`config.mk`:
```
export PLATFORM = sky130hd
export DESIGN_NAME = leaf_delta_sched
export DESIGN_NICKNAME = d
export VERILOG_FILES = /design/src/rtl/leaf_delta_sched.sv
export SDC_FILE = /design/constraint.sdc
export NUM_CORES = 1
export LEC_CHECK = 0
export ABC_AREA = 1
export ABC_CLOCK_PERIOD_IN_PS = 2200
export CAP_MARGIN = 30
export CORE_ASPECT_RATIO = 0.9
export CORE_MARGIN = 8
export CORE_UTILIZATION = 36
export CTS_BUF_LIST = sky130_fd_sc_hd__clkbuf_8
export CTS_CLUSTER_DIAMETER = 50
export DETAILED_ROUTE_END_ITERATION = 12
export PLACE_DENSITY_LB_ADDON = 0.12
export SLEW_MARGIN = 40
export SYNTH_ARGS = -nofsm -noshare
export SYNTH_HDL_FRONTEND = slang
export SYNTH_SLANG_ARGS = --single-unit
```
`constraint.sdc`:
```
create_clock -name clk -period 2.2 [get_ports clk]
set_input_delay 0.22 -clock clk [delete_from_list [all_inputs] [get_ports clk]]
set_output_delay 0.22 -clock clk [all_outputs]
set_load 0.005 [all_outputs]
```
`src/rtl/leaf_delta_sched.sv`:
```
// leaf_delta_sched: round-robin scheduler sharing one leaf_delta accumulate
// datapath between NUM_REQ requesters. Each grant clears the datapath, streams
// BURST_LEN operand pairs from the granted requester, captures the result on
// the last beat and returns it on a valid/ready response channel.
// Optional feature: define LEAF_DELTA_SCHED_TIMEOUT_EN to abort a burst after
// TIMEOUT consecutive stalled RUN cycles (response flagged with rsp_abort).
module leaf_delta_sched #(
  parameter int WIDTH     = 16,
  parameter int NUM_REQ   = 4,
  parameter int BURST_LEN = 8,
  parameter int TIMEOUT   = 64
) (
  input  logic                       clk,
  input  logic                       rst,
  input  logic [NUM_REQ-1:0]         req_valid,
  output logic [NUM_REQ-1:0]         req_ready,
  input  logic [NUM_REQ*WIDTH-1:0]   req_vec_a,
  input  logic [NUM_REQ*WIDTH-1:0]   req_vec_b,
  output logic [WIDTH-1:0]           dp_vec_a,
  output logic [WIDTH-1:0]           dp_vec_b,
  output logic                       dp_clear_n,
  input  logic [WIDTH-1:0]           dp_result,
  output logic                       rsp_valid,
  input  logic                       rsp_ready,
  output logic [$clog2(NUM_REQ)-1:0] rsp_id,
  output logic [WIDTH-1:0]           rsp_data,
  output logic                       rsp_abort
);

  localparam int ID_W  = $clog2(NUM_REQ);
  localparam int CNT_W = (BURST_LEN > 1) ? $clog2(BURST_LEN) : 1;

  typedef enum logic [1:0] {S_IDLE, S_CLEAR, S_RUN, S_RESP} state_e;

  state_e             state_q, state_d;
  logic [ID_W-1:0]    rr_q, rr_d;
  logic [ID_W-1:0]    grant_q, grant_d;
  logic [CNT_W-1:0]   cnt_q, cnt_d;
  logic [NUM_REQ-1:0] req_ready_q, req_ready_d;
  logic               dp_clear_n_q, dp_clear_n_d;
  logic               rsp_valid_q, rsp_valid_d;
  logic [ID_W-1:0]    rsp_id_q, rsp_id_d;
  logic [WIDTH-1:0]   rsp_data_q, rsp_data_d;

  logic               arb_any;
  logic [ID_W-1:0]    arb_win;
  int                 arb_idx;
  logic [NUM_REQ-1:0] grant_onehot;
  logic [WIDTH-1:0]   sel_a, sel_b;
  logic               fire;

`ifdef LEAF_DELTA_SCHED_TIMEOUT_EN
  localparam int STALL_W = $clog2(TIMEOUT + 1);
  logic [STALL_W-1:0] stall_q, stall_d;
  logic               rsp_abort_q, rsp_abort_d;
`endif

  // Round-robin arbiter: first valid requester at or above rr_q, wrapping.
  always_comb begin
    arb_any = 1'b0;
    arb_win = '0;
    arb_idx = 0;
    for (int k = NUM_REQ - 1; k >= 0; k--) begin
      arb_idx = int'(rr_q) + k;
      if (arb_idx >= NUM_REQ) arb_idx = arb_idx - NUM_REQ;
      if (req_valid[ID_W'(arb_idx)]) begin
        arb_any = 1'b1;
        arb_win = ID_W'(arb_idx);
      end
    end
  end

  // Granted requester's operand slice and one-hot ready pattern.
  always_comb begin
    sel_a        = '0;
    sel_b        = '0;
    grant_onehot = '0;
    for (int i = 0; i < NUM_REQ; i++) begin
      if (grant_q == ID_W'(i)) begin
        sel_a           = req_vec_a[i*WIDTH +: WIDTH];
        sel_b           = req_vec_b[i*WIDTH +: WIDTH];
        grant_onehot[i] = 1'b1;
      end
    end
  end

  // A beat fires only while the granted ready bit is up; stalls feed zeros.
  assign fire     = |(req_valid & req_ready_q);
  assign dp_vec_a = fire ? sel_a : '0;
  assign dp_vec_b = fire ? sel_b : '0;

  // Next-state logic for the burst sequencer.
  always_comb begin
    // NOTE: every _d signal takes a default first so no branch leaves it unassigned, which would otherwise infer a latch.
    state_d      = state_q;
    rr_d         = rr_q;
    grant_d      = grant_q;
    cnt_d        = cnt_q;
    req_ready_d  = req_ready_q;
    dp_clear_n_d = 1'b1;
    rsp_valid_d  = rsp_valid_q;
    rsp_id_d     = rsp_id_q;
    rsp_data_d   = rsp_data_q;
`ifdef LEAF_DELTA_SCHED_TIMEOUT_EN
    stall_d      = stall_q;
    rsp_abort_d  = rsp_abort_q;
`endif
    unique case (state_q)
      S_IDLE: begin
        req_ready_d = '0;
        if (arb_any) begin
          grant_d      = arb_win;
          dp_clear_n_d = 1'b0;
          state_d      = S_CLEAR;
        end
      end
      S_CLEAR: begin
        cnt_d       = '0;
        req_ready_d = grant_onehot;
        state_d     = S_RUN;
`ifdef LEAF_DELTA_SCHED_TIMEOUT_EN
        stall_d     = '0;
`endif
      end
      S_RUN: begin
        if (fire) begin
`ifdef LEAF_DELTA_SCHED_TIMEOUT_EN
          stall_d = '0;
`endif
          if (cnt_q == CNT_W'(BURST_LEN - 1)) begin
            cnt_d       = '0;
            req_ready_d = '0;
            rsp_valid_d = 1'b1;
            rsp_id_d    = grant_q;
            rsp_data_d  = dp_result;
            state_d     = S_RESP;
          end else begin
            cnt_d = cnt_q + 1'b1;
          end
        end
`ifdef LEAF_DELTA_SCHED_TIMEOUT_EN
        else if (stall_q == STALL_W'(TIMEOUT - 1)) begin
          stall_d     = '0;
          cnt_d       = '0;
          req_ready_d = '0;
          rsp_valid_d = 1'b1;
          rsp_id_d    = grant_q;
          rsp_data_d  = '0;
          rsp_abort_d = 1'b1;
          state_d     = S_RESP;
        end else begin
          stall_d = stall_q + 1'b1;
        end
`endif
      end
      S_RESP: begin
        if (rsp_ready) begin
          rsp_valid_d = 1'b0;
          rr_d        = (grant_q == ID_W'(NUM_REQ - 1)) ? '0 : grant_q + 1'b1;
          state_d     = S_IDLE;
`ifdef LEAF_DELTA_SCHED_TIMEOUT_EN
          rsp_abort_d = 1'b0;
`endif
        end
      end
      default: state_d = S_IDLE;
    endcase
  end

  // State and registered outputs; reset discards any in-flight burst.
  always_ff @(posedge clk) begin
    if (rst) begin
      state_q      <= S_IDLE;
      rr_q         <= '0;
      grant_q      <= '0;
      cnt_q        <= '0;
      req_ready_q  <= '0;
      dp_clear_n_q <= 1'b0;
      rsp_valid_q  <= 1'b0;
      rsp_id_q     <= '0;
      rsp_data_q   <= '0;
`ifdef LEAF_DELTA_SCHED_TIMEOUT_EN
      stall_q      <= '0;
      rsp_abort_q  <= 1'b0;
`endif
    end else begin
      // NOTE: non-blocking assignments so every flop samples the pre-edge value of its _d.
      state_q      <= state_d;
      rr_q         <= rr_d;
      grant_q      <= grant_d;
      cnt_q        <= cnt_d;
      req_ready_q  <= req_ready_d;
      dp_clear_n_q <= dp_clear_n_d;
      rsp_valid_q  <= rsp_valid_d;
      rsp_id_q     <= rsp_id_d;
      rsp_data_q   <= rsp_data_d;
`ifdef LEAF_DELTA_SCHED_TIMEOUT_EN
      stall_q      <= stall_d;
      rsp_abort_q  <= rsp_abort_d;
`endif
    end
  end

  assign req_ready  = req_ready_q;
  assign dp_clear_n = dp_clear_n_q;
  assign rsp_valid  = rsp_valid_q;
  assign rsp_id     = rsp_id_q;
  assign rsp_data   = rsp_data_q;
`ifdef LEAF_DELTA_SCHED_TIMEOUT_EN
  assign rsp_abort  = rsp_abort_q;
`else
  assign rsp_abort  = 1'b0;
`endif

endmodule

```
==> out/metrics.csv <==
stage,metric,value,unit
job,max-cap violations,0,
synth,Mapped Area,2830,µm²
placed_design,Place WS,14.7,ps
clock_tree,Skew-Pair Late Insertion Delay,270,ps
timing,fmax,0.465,GHz
detailed_routing,Post-route DRC,0,
clock_tree,CTS tree,done,
floorplanning,starting density of the core,0.373,
finish,Register Area,666,µm²
timing,setup TNS,0,ps
detailed_routing,vias,4005,
synth,Synth cell types,27,
synth,sequential-to-total area share from yosys stat,0.234,
detailed_routing,antenna-violating nets left,0,
floorplanning,die width,109,µm
detailed_routing,DR pass1 iterations,4,
timing,RSZ-0062 raised after global routing,yes,
floorplanning,die height,100,µm
synth,Mapped Nets,620,
timing,endpoints failing setup,0,
clock_tree,H-tree depth,2,
finish,multi-input logic area,2000,µm²
global_routing,wire length of the first global-routing pass,20100,µm
detailed_routing,DRT iter0 DRCs,183,
finish,Ant. Diodes,0,
floorplanning,Core Area,7580,µm²
finish,final non-filler cell total,769,
pwr,Worst VDD drop,0.594,mV
detailed_routing,final WL,13900,µm
finish,nets,836,
synth,"top cells by area, synth","dfxtp_1 (23%), a21oi_1 (16%), nand2_1 (12%)",
synth,"Avg Cell Area, Syn",6.17,µm²
worst_setup_path,critical path launch point type,flip-flop,
detailed_routing,DR WL/cell,18.1,µm
worst_setup_path,critical path type,reg -> out,
synth,Synth Warn #,0,
synth,Syn Inst Count,458,
worst_setup_path,Worst setup EP type,primary output,
outcome,outcome,"finished, final reports clean",
pwr,Static Leak,0.00260,µW
placed_design,PortBufs,206,
synth,Yosys top cell by area,dfxtp_1,
placed_design,RePlAce Congestion,0.905,
pwr,Power Density,618,nW/µm²
timing,fin. max-slew vios,0,
global_routing,GRT overflow,0,
timing,Final Critical Period,2150,ps
global_routing,vias in the first global route,3799,
worst_setup_path,Worst Path Required,1980,ps
finish,share of post-route cells with drive strength above 1,0.152,
clock_tree,hold buffers post-CTS,0,
worst_setup_path,Worst Path Max Fanout,11,
detailed_routing,routed vias/inst,5.21,
clock_tree,Worst-path clk slew,60,ps
floorplanning,num rows,30,
timing,setup slack after layout,48.7,ps
clock_tree,Clock Tree Buf Depth,2,
placed_design,HPWL after DPL,10700,µm
hold_path,worst hold path class,reg -> reg,
clock_tree,clock sinks,33,
synth,"flops & latches, synth",33,
timing,Final Cycle Share,0.978,
placed_design,dpl cells,748,
floorplanning,die area,10900,µm²
clock_tree,CTS Buf Count,5,
timing,Final Hold Viols,0,
clock_tree,root buf cell,clkbuf_8,
global_routing,initial antenna violation count,0,
finish,Fill cells,611,
worst_setup_path,CP Data Arrival Time,1930,ps
floorplanning,# IOs,208,
global_routing,gr usage total,0.228,
finish,area grow syn2layout,96.8,%
synth,top cell type's share of synthesized area,0.234,
global_routing,largest net degree at the start of global routing,33,
timing,skew final,5.49,ps
==> power by group <==
part	internal (µW)	switching (µW)	leakage, µW
sequential	651	53.3	0.000268
combinational	1190	1130	0.00229
clock	208	202	0.0000399
==> final cells by class <==
| cell class | count | area share |
|---|---|---|
| timing repair buffer | 245 | 0.445 |
| multi-input combinational | 332 | 0.360 |
| sequential | 33 | 0.120 |
| inverter | 57 | 0.0407 |
| tap | 96 | 0.0216 |
| clock buffer | 5 | 0.0124 |
| clock inverter | 1 | 0.000900 |
==> registers in the layout (all words and copies together) (netlist names) <==
signal      count
rr_q            2
rsp_valid       1
req_ready       4
grant_q         2
cnt_q           3
rsp_id          2
rsp_data       16
state_q         2
dp_clear_n      1
==> kinds of logic after synthesis <==
group	share of synthesized area
AOI/OAI and AO/OA	0.353
adders and majority gates	0.0487
buffers and inverters	0.140
DFF	0.234
other	0.00133
and+or+nand+nor	0.223
==> critical path, stage by stage, from the launching register on <==
cell	delay, ps
dfxtp_2	330
buf_4	150
ha_4	180
buf_12	120
buf_4	170
o31ai_2	270
o211ai_1	120
inv_1	70
dlygate4sd2_1	250
==> metrics by stage <==
step	power (µW)	hold slack, ps	cell area (µm²)	utilization
6_report	3440	454	5560	0.734
5_1_grt	3660	477	5560	0.734
4_1_cts	3150	453	5280	0.697
3_5_place_dp	2540	443	5060	0.668
3_3_place_gp	2490	440	5060	0.668
2_1_floorplan	1750	363	2830	-
==> path summary, 6_finish.rpt <==
path / end / startpoint / cells past startpoint / slack (ps)
max: dp_vec_a[4] / grant_q[1]$_SDFFE_PP0P_ / 8 / 50
min: rsp_valid$_SDFFE_PP0P_ / rsp_valid$_SDFFE_PP0P_ / 2 / 450
max reg2reg: rsp_valid$_SDFFE_PP0P_ / state_q[0]$_SDFFE_PP0P_ / 8 / 610
min reg2reg: rsp_valid$_SDFFE_PP0P_ / rsp_valid$_SDFFE_PP0P_ / 2 / 450
==> repair_timing <==
| item | in CTS | in global routing |
|---|---|---|
| pin swaps | 12 | 11 |
| cloned | 0 | 2 |
| endpoints found under the setup margin | 32 | 6 |
| buffers inserted | 1 | 12 |
| endpoints found under the hold margin | 0 | 0 |
| gates resized for setup | 68 | 29 |
==> synth_stat cells (all sizes together) <==
cell and number:
o221ai 1, o211ai 31, buf 15, nor3 1, nand2 97, conb 1
nand3 12, dfxtp 33, o21ai 7, o31ai 31, and2 2, clkbuf 21
ha 11, a211oi 1, clkinv 1, inv 56, a21oi 94, nor2 43
==> placed cells by master, fill, tap and decap left out <==
master and count:
clkdlybuf4s50_1 174, nand2_1 89, a21oi_1 84, inv_1 50, nor2_1 40, o211ai_1 31
dfxtp_1 31, dlygate4sd2_1 27, buf_4 26, o31ai_2 22, nand3_1 12, a21oi_2 8
nand2_2 8, ha_1 8, buf_12 7, o31ai_1 6, o21ai_0 6, clkbuf_8 5
dlymetal6s2s_1 4, inv_4 3, o31ai_4 3, nor2_2 3, ha_4 3, a21oi_4 2
inv_2 2, and2_1 2, clkbuf_16 2, buf_8 2, buf_6 2, clkinv_1 1
nor3_1 1, o221ai_1 1, inv_6 1, o21ai_1 1, a211oi_1 1, conb_1 1
clkinv_2 1, dfxtp_4 1, dfxtp_2 1, clkdlybuf4s15_1 1
==> metal layers <==
layer / up-vias / wire length, µm / global-route usage
met5: - / 0 / 0
met4: 0 / 433 / 0.0788
met3: 26 / 1270 / 0.0551
met2: 171 / 6800 / 0.399
met1: 1840 / 5440 / 0.261
li1: 1968 / - / -
No activity file was read; power rests on OpenSTA's default activity.
